==> config.mk <==
export PLATFORM = sky130hd
export DESIGN_NAME = feature_frame_packer
export DESIGN_NICKNAME = d
export VERILOG_FILES = /design/src/rtl/feature_frame_packer.sv
export SDC_FILE = /design/constraint.sdc
export NUM_CORES = 1
export LEC_CHECK = 0
export CORE_MARGIN = 5
export CORE_UTILIZATION = 53
export DETAILED_ROUTE_END_ITERATION = 10
export PLACE_DENSITY = 0.85
export SLEW_MARGIN = 20
export SYNTH_ARGS = -nofsm -noshare
export SYNTH_HDL_FRONTEND = slang
export SYNTH_SLANG_ARGS = --single-unit
==> constraint.sdc <==
create_clock -name clk -period 7 [get_ports clk]
set_input_delay 1.05 -clock clk [delete_from_list [all_inputs] [get_ports clk]]
set_output_delay 1.05 -clock clk [all_outputs]
set_load 0.05 [all_outputs]
==> src/rtl/feature_frame_packer.sv <==
// Stream front end for the combinational classifier: packs NUM_A features
// into clf_inp, waits SETTLE clocks, then hands the result out with an index.
module feature_frame_packer #(
    parameter int OUTWIDTH = 2,
    parameter int NUM_A    = 8,
    parameter int WIDTH_A  = 4,
    parameter int SETTLE   = 1,
    parameter int CNT_W    = 16
) (
    input  logic                       clk,
    input  logic                       rst_n,
    input  logic                       s_valid,
    output logic                       s_ready,
    input  logic [WIDTH_A-1:0]         s_data,
    input  logic                       s_last,
    output logic [NUM_A*WIDTH_A-1:0]   clf_inp,
    input  logic [OUTWIDTH-1:0]        clf_out,
    output logic                       m_valid,
    input  logic                       m_ready,
    output logic [OUTWIDTH-1:0]        m_data,
    output logic [CNT_W-1:0]           m_index,
    output logic                       err
);

    localparam int IW = (NUM_A > 1) ? $clog2(NUM_A) : 1;
    localparam int SW = $clog2(SETTLE) + 1;

    localparam logic [1:0] FILL = 2'd0;
    localparam logic [1:0] WAIT = 2'd1;
    localparam logic [1:0] OUT  = 2'd2;

    logic [1:0]    state;
    logic [IW-1:0] idx;
    logic [SW-1:0] cnt;
    logic          accept;
    logic          at_end;

    assign accept = s_valid && s_ready;
    assign at_end = (idx == IW'(NUM_A - 1));

    always_ff @(posedge clk or negedge rst_n) begin
        if (!rst_n) begin
            state   <= FILL;
            idx     <= '0;
            cnt     <= '0;
            s_ready <= 1'b0;
            m_valid <= 1'b0;
            m_data  <= '0;
            m_index <= '0;
            clf_inp <= '0;
            err     <= 1'b0;
        end else begin
            unique case (state)
                FILL: begin
                    s_ready <= 1'b1;
                    if (accept) begin
                        clf_inp[idx*WIDTH_A +: WIDTH_A] <= s_data;
                        if (at_end) begin
                            // Frame is full; a missing s_last is flagged
                            // but the frame is still classified.
                            state   <= WAIT;
                            cnt     <= SW'(SETTLE - 1);
                            s_ready <= 1'b0;
                            idx     <= '0;
                            if (!s_last) begin
                                err <= 1'b1;
                            end
                        end else if (s_last) begin
                            // Short frame: drop it, stale slices get
                            // overwritten by the next frame.
                            err <= 1'b1;
                            idx <= '0;
                        end else begin
                            idx <= idx + 1'b1;
                        end
                    end
                end
                WAIT: begin
                    if (cnt == '0) begin
                        m_data  <= clf_out;
                        m_valid <= 1'b1;
                        state   <= OUT;
                    end else begin
                        cnt <= cnt - 1'b1;
                    end
                end
                OUT: begin
                    if (m_valid && m_ready) begin
                        m_valid <= 1'b0;
                        m_index <= m_index + 1'b1;
                        idx     <= '0;
                        s_ready <= 1'b1;
                        state   <= FILL;
                    end
                end
                default: begin
                    state <= FILL;
                end
            endcase
        end
    end

endmodule

==> impl_metrics.toml <==
[run_status]
status = "completed"

[job]
maxCapViolCount = 0

[global_routing]
grt_antenna_before_repair = 0
grt_max_degree = 59
grtUsageTotal = 0.178
grt_pass1_wl_microns = 8710
gr-total-overflow = 0
grt_pass1_vias = 1804

[timing]
grt_setup_unrepaired = "no"
skew_ns = 0.00662
period_needed_ns = 2.66
slew-limit-headroom = 0.514
setup_tns_ns = 0
final.setup.worst_slack_ns = 4.34
setup_viol = 0
min_period_over_period = 0.379
fmax_ghz = 0.376
hold_viol = 0
slew_violations = 0
worst_pin_slew_ns = 0.722

[clock_network]
cts_tree = "done"
post_cts_buffers = 0
cts_resized = 0
h-tree-depth = 3
clk_latency_ns = 0.32
numCtsBuffers = 9
cts.path.max_buffers = 2
clk_pin_slew_ns = 0.06
holdBufCountCts = 0
cts_root_buf = "clkbuf_8"
cts_sinks = 58

[worst_setup_path]
end_kind = "flip-flop"
cpPeakStageDelay_ns = 0.55
rrSetupSlack_ns = 4.52
cp_max_fo = 7
cp.required_ns = 7.21
crit_family = "simple AND/OR/NAND/NOR gates"
r2r_end = "clf_inp[31]$_DFFE_PN0P_"
r2r-start = "idx[0]$_DFFE_PN0P_"
critPathKind = "in2reg"
worstPathCellList = "clkdlybuf4s50_1 > and4bb_4 > nand2b_4 > nor4_1 > mux2_2"
worstSetupPathDepth = 5
critPathBufInv = 1
worstPathArrival_ns = 2.87
start_kind = "input port"
cpMaxStageDelayCell = "nor4_1"
r2r_cells = 6

[detailed_routing]
wl_per_cell_microns = 15.3
first_iter_violations = 47
postRouteAntennaNets = 0
drc = 0
vias = 1751
vias_per_cell = 5.10
wl_microns = 5240
drt_pass1_iterations = 5

[final_layout]
area_growth_pct = 35.0
post-route-util = 0.738
antenna_cells = 0
drive_gt1_frac = 0.199
final_nets = 290
stdcell_area_sq_mm = 0.00349

[synth]
synthTopCellsByArea = "dfrtp_1 56%, mux2_2 12%, mux2_4 4.7%"
synth_warnings = 0
synth.cell_area_sq_mm = 0.00258
ys_ff_latch = 58
ys.flop_type = "dfrtp_1"
avgSynthCellArea_sq_um = 12.8
synth_top_area_share = 0.562
synthCells = 201
yosys-top-cells-count = "58 x dfrtp_1, 27 x mux2_2, 16 x nand2_1, 12 x nor2_1, 10 x xnor2_1"
synth.most_common_cell = "dfrtp_1"
async_reset_ff_frac = 1.00
ys_seq_area_frac = 0.562
synth_edf_count = 0
syn-num-nets = 218
synthDistinctLibCells = 32
yosys.area.top_type = "dfrtp_1"

[floorplanning]
start_util = 0.547
rows = 25
core-area_sq_mm = 0.00472
die_w_microns = 79.8
dieHeight_microns = 79.8
num_io_pins = 64
dieArea_sq_mm = 0.00637

[place]
pre_cts_ws_ns = 3.97
dpl_cell_area_sq_mm = 0.00328
place_hpwl_microns = 3730
io_buffers = 63
gp_congestion = 0.795

[min_path]
hold_path_class = "reg2reg"
min_to = "err$_DFFE_PN0P_"
hold_path_depth = 1
min_from = "err$_DFFE_PN0P_"

[power_and_ir_drop]
power.static_leakage_uw = 0.00163
total_power_uw = 1330
power_density_mw_per_mm2 = 382
max-vdd-ir-drop_uv = 193
[cells by family (layout without fill, tap and decap cells)]
kind of cell | after synthesis | in the layout | synth area share
AO/OA/AOI/OAI | 7 | 7 | 0.0165
XOR/XNOR | 16 | 16 | 0.0543
adder cells (fa/ha/maj) | 6 | 6 | 0.0291
buffers and inverters | 7 | 82 | 0.0131
flip-flops | 58 | 58 | 0.562
multiplexers | 35 | 35 | 0.164
AND/OR/NAND/NOR | 72 | 72 | 0.161
[metal layers]
| metal | vias to the layer above | GRT usage | routed length (microns) |
|---|---|---|---|
| li1 | 837 | - | - |
| met1 | 860 | 0.236 | 2400 |
| met2 | 49 | 0.283 | 2500 |
| met3 | 5 | 0.0553 | 304 |
| met4 | 0 | 0.0507 | 33 |
| met5 | - | 0 | 0 |
[sequential cells by signal, summed over array words and instances, names as in the netlist]
register,cells
state,2
s_ready,1
m_index,16
idx,3
err,1
m_valid,1
clf_inp,32
m_data,2
[how the worst max path moves through the flow]
stage                           startpoint                 endpoint
floorplan                          s_valid  clf_inp[12]$_DFFE_PN0P_
global route        m_index[6]$_DFFE_PN0P_               m_index[6]
CTS                                s_valid  clf_inp[31]$_DFFE_PN0P_
finish                             s_valid  clf_inp[31]$_DFFE_PN0P_
global placement                   s_valid  clf_inp[31]$_DFFE_PN0P_
detailed placement                 s_valid  clf_inp[31]$_DFFE_PN0P_
[worst register-to-register path: stages, from the launching register on]
cell,delay (ns)
dfrtp_1,0.50
inv_1,0.18
ha_1,0.26
ha_1,0.30
nand2b_4,0.16
nor4_1,0.55
mux2_2,0.41
[per-stage QoR]
step / hold WS (ns) / std cells
after floorplan: 0.488 / 201
after global placement: 0.464 / 329
after detailed placement: 0.460 / 329
after CTS: 0.474 / 343
after global routing: 0.494 / 343
final: 0.466 / 343
[power breakdown]
group	total, uW	switching [uW]	leakage (uW)	internal, uW
clock	326	121	0.000105	206
sequential	447	45.0	0.000785	402
combinational	558	342	0.000741	216
total	1330	507	0.00163	824
[final cells by class]
type	count	area (sq um)
Fill cell	317	1240
Tap cell	67	83.8
Sequential cell	58	1450
Clock buffer	11	141
Timing Repair Buffer	64	633
Multi-Input combinational cell	136	1100
Clock inverter	3	65.1
Inverter	4	15.0
[layout by cell type, fill, tap and decap left out, types with 7 or more instances in the layout]
| cell type | instances |
|---|---|
| clkdlybuf4s50_1 | 62 |
| dfrtp_1 | 58 |
| mux2_2 | 27 |
| nand2_1 | 16 |
| nor2_1 | 12 |
| xnor2_1 | 10 |
| clkbuf_8 | 10 |
| and2_1 | 9 |
| mux2_4 | 8 |
| nand4_1 | 7 |
Power figures use the tool's default switching activity.
